$ cat config.mk
export PLATFORM = sky130hd
export DESIGN_NAME = instr_fetch_unit_flat
export DESIGN_NICKNAME = d
export VERILOG_FILES = /design/src/rtl/core_pkg.sv /design/src/rtl/instr_fetch_unit_if.sv /design/src/rtl/instr_fetch_unit_pc_next_sel.sv /design/src/rtl/instr_fetch_unit.sv /design/src/flat_wrapper.sv
export SDC_FILE = /design/constraint.sdc
export NUM_CORES = 1
export LEC_CHECK = 0
export CELL_PAD_IN_SITES_DETAIL_PLACEMENT = 1
export CELL_PAD_IN_SITES_GLOBAL_PLACEMENT = 1
export CORE_UTILIZATION = 40
export CTS_CLUSTER_DIAMETER = 40
export DETAILED_ROUTE_END_ITERATION = 10
export GPL_ROUTABILITY_DRIVEN = 0
export PLACE_DENSITY_LB_ADDON = 0.1
export SKIP_CTS_REPAIR_TIMING = 1
export SYNTH_ARGS = -nofsm -noshare
export SYNTH_HDL_FRONTEND = slang
export SYNTH_SLANG_ARGS = --single-unit
export TNS_END_PERCENT = 5
$ cat constraint.sdc
create_clock -name clk -period 3.3 [get_ports clk]
set_input_delay 0.33 -clock clk [delete_from_list [all_inputs] [get_ports clk]]
set_output_delay 0.33 -clock clk [all_outputs]
set_load 0.1 [all_outputs]
$ cat src/rtl/core_pkg.sv
// Shared definitions for the 16-bit core's fetch path.
// Includes opcode values, instruction field positions and the fetch FSM encoding.
package core_pkg;

    localparam logic [3:0] OP_RESET = 4'h0;
    localparam logic [3:0] OP_JEQ   = 4'h7;
    localparam logic [3:0] OP_JMP   = 4'hA;
    localparam logic [3:0] OP_JR    = 4'hB;

    localparam int OPC_HI = 15;
    localparam int OPC_LO = 12;
    localparam int TGT_HI = 11;

    typedef enum logic [1:0] {
        IDLE = 2'd0,
        REQ  = 2'd1,
        WAIT = 2'd2,
        HOLD = 2'd3
    } fetch_state_t;

endpackage

$ cat src/rtl/instr_fetch_unit_if.sv
// Bundles the fetch unit's instruction-memory bus and its decode-side handshake.
// The master modport is the fetch unit; the slave modport is memory plus decode.
interface instr_fetch_unit_if #(
    parameter int ADDR_W = 16,
    parameter int DATA_W = 16
);

    logic              imem_req;
    logic [ADDR_W-1:0] imem_addr;
    logic              imem_gnt;
    logic              imem_rvalid;
    logic [DATA_W-1:0] imem_rdata;

    logic              out_valid;
    logic              out_ready;
    logic [DATA_W-1:0] out_instr;
    logic [3:0]        out_opcode;
    logic [ADDR_W-1:0] out_pc;

    modport master (
        output imem_req, imem_addr,
        input  imem_gnt, imem_rvalid, imem_rdata,
        output out_valid, out_instr, out_opcode, out_pc,
        input  out_ready
    );

    modport slave (
        input  imem_req, imem_addr,
        output imem_gnt, imem_rvalid, imem_rdata,
        input  out_valid, out_instr, out_opcode, out_pc,
        output out_ready
    );

endinterface

$ cat src/rtl/instr_fetch_unit_pc_next_sel.sv
// Next-PC priority mux: jr > jump > taken jeq > sequential.
// Jump targets are page-relative, so the top PC bits are kept and there is no carry.
module pc_next_sel
    import core_pkg::*;
#(
    parameter int ADDR_W = 16
) (
    input  logic [ADDR_W-1:0] pc,
    input  logic [TGT_HI:0]   target,
    input  logic              jr,
    input  logic              jump,
    input  logic              jeq,
    input  logic              eq_flag,
    input  logic [ADDR_W-1:0] jr_addr,
    output logic [ADDR_W-1:0] next_pc,
    output logic              redirect
);

    logic [ADDR_W-1:0] page_target;

    assign page_target = {pc[ADDR_W-1:TGT_HI+1], target};

    always_comb begin
        // NOTE: defaults first, so every path assigns both outputs and no latch is inferred.
        next_pc  = pc + ADDR_W'(1);
        redirect = 1'b1;
        if (jr) begin
            next_pc = jr_addr;
        end else if (jump) begin
            next_pc = page_target;
        end else if (jeq && eq_flag) begin
            next_pc = page_target;
        end else begin
            redirect = 1'b0;
        end
    end

endmodule

$ cat src/rtl/instr_fetch_unit.sv
// Fetch unit: owns the PC, fetches one word at a time from instruction memory and holds it for decode.
// Defining IFU_REDIRECT_CNT_EN adds a saturating redirect_cnt output that counts taken redirects.
module instr_fetch_unit
    import core_pkg::*;
#(
    parameter int                ADDR_W   = 16,
    parameter int                DATA_W   = 16,
    parameter logic [ADDR_W-1:0] RESET_PC = '0
) (
    input  logic                     clk,
    input  logic                     rst,
    instr_fetch_unit_if.master       bus,
    input  logic                     jump,
    input  logic                     jeq,
    input  logic                     jr,
    input  logic                     eq_flag,
`ifdef IFU_REDIRECT_CNT_EN
    output logic [15:0]              redirect_cnt,
`endif
    input  logic [ADDR_W-1:0]        jr_addr
);

    fetch_state_t      state;
    logic [ADDR_W-1:0] pc;
    logic [ADDR_W-1:0] next_pc;
    logic              redirect;
    logic              handshake;

    assign handshake      = (state == HOLD) && bus.out_ready;
    assign bus.out_opcode = bus.out_instr[OPC_HI:OPC_LO];

    pc_next_sel #(.ADDR_W(ADDR_W)) u_pc_next_sel (
        .pc       (pc),
        .target   (bus.out_instr[TGT_HI:0]),
        .jr       (jr),
        .jump     (jump),
        .jeq      (jeq),
        .eq_flag  (eq_flag),
        .jr_addr  (jr_addr),
        .next_pc  (next_pc),
        .redirect (redirect)
    );

    always_ff @(posedge clk or posedge rst) begin
        // NOTE: state registers use non-blocking assignments so every flop samples pre-edge values.
        if (rst) begin
            state         <= IDLE;
            pc            <= RESET_PC;
            bus.imem_req  <= 1'b0;
            bus.imem_addr <= RESET_PC;
            bus.out_valid <= 1'b0;
            bus.out_instr <= {OP_RESET, {(DATA_W-4){1'b0}}};
            bus.out_pc    <= RESET_PC;
        end else begin
            case (state)
                IDLE: begin
                    state         <= REQ;
                    bus.imem_req  <= 1'b1;
                    bus.imem_addr <= pc;
                end
                REQ: begin
                    if (bus.imem_gnt) begin
                        state        <= WAIT;
                        bus.imem_req <= 1'b0;
                    end
                end
                WAIT: begin
                    if (bus.imem_rvalid) begin
                        state         <= HOLD;
                        bus.out_instr <= bus.imem_rdata;
                        bus.out_pc    <= pc;
                        bus.out_valid <= 1'b1;
                    end
                end
                HOLD: begin
                    // Redirect inputs only matter here, on the decode handshake.
                    if (bus.out_ready) begin
                        state         <= REQ;
                        pc            <= next_pc;
                        bus.imem_req  <= 1'b1;
                        bus.imem_addr <= next_pc;
                        bus.out_valid <= 1'b0;
                    end
                end
                default: state <= IDLE;
            endcase
        end
    end

`ifdef IFU_REDIRECT_CNT_EN
    always_ff @(posedge clk or posedge rst) begin
        if (rst) begin
            redirect_cnt <= 16'h0000;
        end else if (handshake && redirect && (redirect_cnt != 16'hFFFF)) begin
            redirect_cnt <= redirect_cnt + 16'h0001;
        end
    end
`endif

endmodule

$ cat src/flat_wrapper.sv
// flat-port wrapper written by rule: the top's interface ports become plain ports
module instr_fetch_unit_flat import core_pkg::*;
#(
    parameter int                ADDR_W   = 16,
    parameter int                DATA_W   = 16,
    parameter logic [ADDR_W-1:0] RESET_PC = '0
)
  (clk, rst, jump, jeq, jr, eq_flag, jr_addr, bus_imem_req, bus_imem_addr, bus_imem_gnt, bus_imem_rvalid, bus_imem_rdata, bus_out_valid, bus_out_instr, bus_out_opcode, bus_out_pc, bus_out_ready);
  instr_fetch_unit_if #(.ADDR_W(ADDR_W), .DATA_W(DATA_W)) bus_i ();
  input  logic clk;
  input  logic rst;
  input  logic jump;
  input  logic jeq;
  input  logic jr;
  input  logic eq_flag;
  input  logic [ADDR_W-1:0] jr_addr;
  output wire logic [$bits(bus_i.imem_req)-1:0] bus_imem_req;
  output wire logic [$bits(bus_i.imem_addr)-1:0] bus_imem_addr;
  input wire logic [$bits(bus_i.imem_gnt)-1:0] bus_imem_gnt;
  input wire logic [$bits(bus_i.imem_rvalid)-1:0] bus_imem_rvalid;
  input wire logic [$bits(bus_i.imem_rdata)-1:0] bus_imem_rdata;
  output wire logic [$bits(bus_i.out_valid)-1:0] bus_out_valid;
  output wire logic [$bits(bus_i.out_instr)-1:0] bus_out_instr;
  output wire logic [$bits(bus_i.out_opcode)-1:0] bus_out_opcode;
  output wire logic [$bits(bus_i.out_pc)-1:0] bus_out_pc;
  input wire logic [$bits(bus_i.out_ready)-1:0] bus_out_ready;
  assign bus_imem_req = bus_i.imem_req;
  assign bus_imem_addr = bus_i.imem_addr;
  assign bus_i.imem_gnt = bus_imem_gnt;
  assign bus_i.imem_rvalid = bus_imem_rvalid;
  assign bus_i.imem_rdata = bus_imem_rdata;
  assign bus_out_valid = bus_i.out_valid;
  assign bus_out_instr = bus_i.out_instr;
  assign bus_out_opcode = bus_i.out_opcode;
  assign bus_out_pc = bus_i.out_pc;
  assign bus_i.out_ready = bus_out_ready;
  instr_fetch_unit #(.ADDR_W(ADDR_W), .DATA_W(DATA_W), .RESET_PC(RESET_PC)) u_core (.clk(clk), .rst(rst), .bus(bus_i), .jump(jump), .jeq(jeq), .jr(jr), .eq_flag(eq_flag), .jr_addr(jr_addr));
endmodule
==> summary.txt <==
Origin of the worst setup path - u_core.bus.out_instr[7]
Port Buf Inserts - 94
Core Area - 8340 sq um
Filler cell count - 909
Root buf cell - clkbuf_8
Cells after synthesis - 333
Initial antenna violation count - 0
Post-Syn Nets - 380
Crit-path cells - clkdlybuf4s50_1
Number of global-route vias before repair - 3087
Hold crit path type - in2async
Ys Warns - 0
Post-synth EDFFs - 0
WL/cell - 18.6 microns
CP top delay family - buffers and inverters
Largest stage delay on the critical path - 1.18 ns
Post-synth top cells - dfrtp_1, mux2_2, o21ai_0
Skew final - 0.0108 ns
RR Startpoint - u_core.state[0]
Final hold violation count - 0
Final setup fails - 0
Initial DRC count - 100
Syn avg cell area - 10.5 sq um
Relative slew margins - 32.8%
Worst Max-Slew Pin Slew - 1.00 ns
Final period utilization - 69.2%
Worst Setup Start Kind - flop
Share of cells above drive strength 1 - 16.9%
Vert. Die Dim - 95.6 microns
CP Class - reg2out
CTS tree - yes
Cts bufs inserted - 9
Minimum clock period - 2.28 ns
H-tree Lvls - 3
Vias - 2937
Placed Instances - 514
Post-synth top area cell - dfrtp_1
Area after DPL - 4530 sq um
Synth area leaders - dfrtp_1, mux2_2, o21ai_0
Clock Pin Slew Worst Setup and Hold Paths - 0.08 ns
Via-to-Cell Ratio - 5.54
First-pass GRT wire length - 15900 microns
# DRC - 0
Fin nets - 467
Multi-input logic area - 1660 sq um
Final non-filler cell total - 530
Final hold slack - 0.461 ns
Post-route design area - 4730 sq um
Top-area cell type share of the netlist area - 48.6%
Clk_lat worst skew - 0.35 ns
DRT Pass-1 Iters - 4
Yosys cell types - 47
DP HPWL - 7240 microns
Crit path buffers/inverters - 1
Die W - 95.6 microns
GRT Total Usage - 23.6%
Synth async-reset ratio - 100%
Cell with the most instances after synthesis - dfrtp_1
Maximum root-to-sink buffer count - 2
Remaining Overflow, GRT - 0
Initial Util - 42.0%
FMAX - 438 MHz
Final wirelength - 9850 microns
DIE AREA - 9140 sq um
RSZ-0062 raised after global routing - no
IO Count - 95
Count of state elements after synthesis - 68
Antenna Nets Post-Route - 0
Final slew viol count - 0
Clock Sinks - 68
N_diodes - 0
Crit path capture type - output pin
Total Neg Setup Slack - 0 ns
Rows - 33
Critical path arrival - 1.95 ns
Worst Path Required - 2.97 ns
Max Cap Violations - 0
Crit path max fanout - 3
Seq/Total Area, Yosys - 48.6%
Run status - completed
Critical path's slowest cell - clkdlybuf4s50_1
Largest net degree at the start of global routing - 38
Cell Area, Synth - 3500 sq um
Top_reg_cell synth - dfrtp_1
Area growth syn-to-layout - 34.9%
Area occupied by registers - 1700 sq um
## placed cells by master (no fill, tap or decap), types with 6 or more instances in the layout
cell,n
xor2_1,9
clkdlybuf4s50_1,94
buf_4,7
inv_1,7
clkbuf_8,9
mux2i_1,7
o22ai_1,7
mux2_2,38
ha_1,6
nand3_1,7
nand2_1,26
o21ai_0,27
dfrtp_1,68
a21oi_1,17
nor2_1,23
## kinds of logic (layout without fill, tap and decap cells)
family | after synthesis | count (layout) | share of synthesized area, %
AND/OR/NAND/NOR | 85 | 85 | 12.6
AO/OA/AOI/OAI | 83 | 83 | 15.3
flip-flops | 68 | 68 | 48.6
multiplexers | 45 | 45 | 14.2
buffers and inverters | 34 | 126 | 4.25
XOR/XNOR | 12 | 12 | 3.00
adder cells (fa/ha/maj) | 6 | 6 | 2.14
## area by class of cell
cell class / count / share of cell area, %
multi-input combinational: 231 / 35.1
clock inverter: 6 / 1.38
tap: 105 / 2.78
inverter: 8 / 0.635
sequential: 68 / 36.0
clock buffer: 10 / 2.70
timing repair buffer: 102 / 21.4
## worst paths after layout
path	to	slack, ns	depth (start not counted)
worst max-delay path	bus_out_instr[7]	1.02	1
worst min-delay path	u_core.bus.out_instr[12]	0.46	2
worst max register to register	u_core.bus.imem_addr[5]	1.14	6
worst min register to register	u_core.bus.out_pc[0]	0.50	2
max in group asynchronous	u_core.pc[5]	2.08	3
min in group clk	u_core.bus.out_pc[0]	0.50	2
## metrics by stage
| stage | utilization, % | setup slack [ns] |
|---|---|---|
| after detailed placement | 54.4 | 0.859 |
| after CTS | 56.7 | 1.01 |
| after global routing | 56.7 | 0.962 |
| final | 56.7 | 1.02 |
| after global placement | 54.4 | 0.878 |
| after floorplan | - | 1.26 |
## per-layer routing
metal	track usage (%)	vias to the layer above	routed length (microns)
li1	-	1360	-
met4	9.58	0	226
met2	38.9	93	4710
met1	30.5	1466	4420
met5	0	-	0
met3	4.23	18	494
## sequential cells by signal (all words and copies together), names as in the netlist
register and flops:
u_core.bus.out_valid 1, u_core.state 2, u_core.bus.out_instr 16, u_core.bus.imem_req 1, u_core.bus.out_pc 16, u_core.pc 16
u_core.bus.imem_addr 16
Power is not shown: default switching activity piles up to over one toggle a cycle in this logic, so the estimate is an artifact.
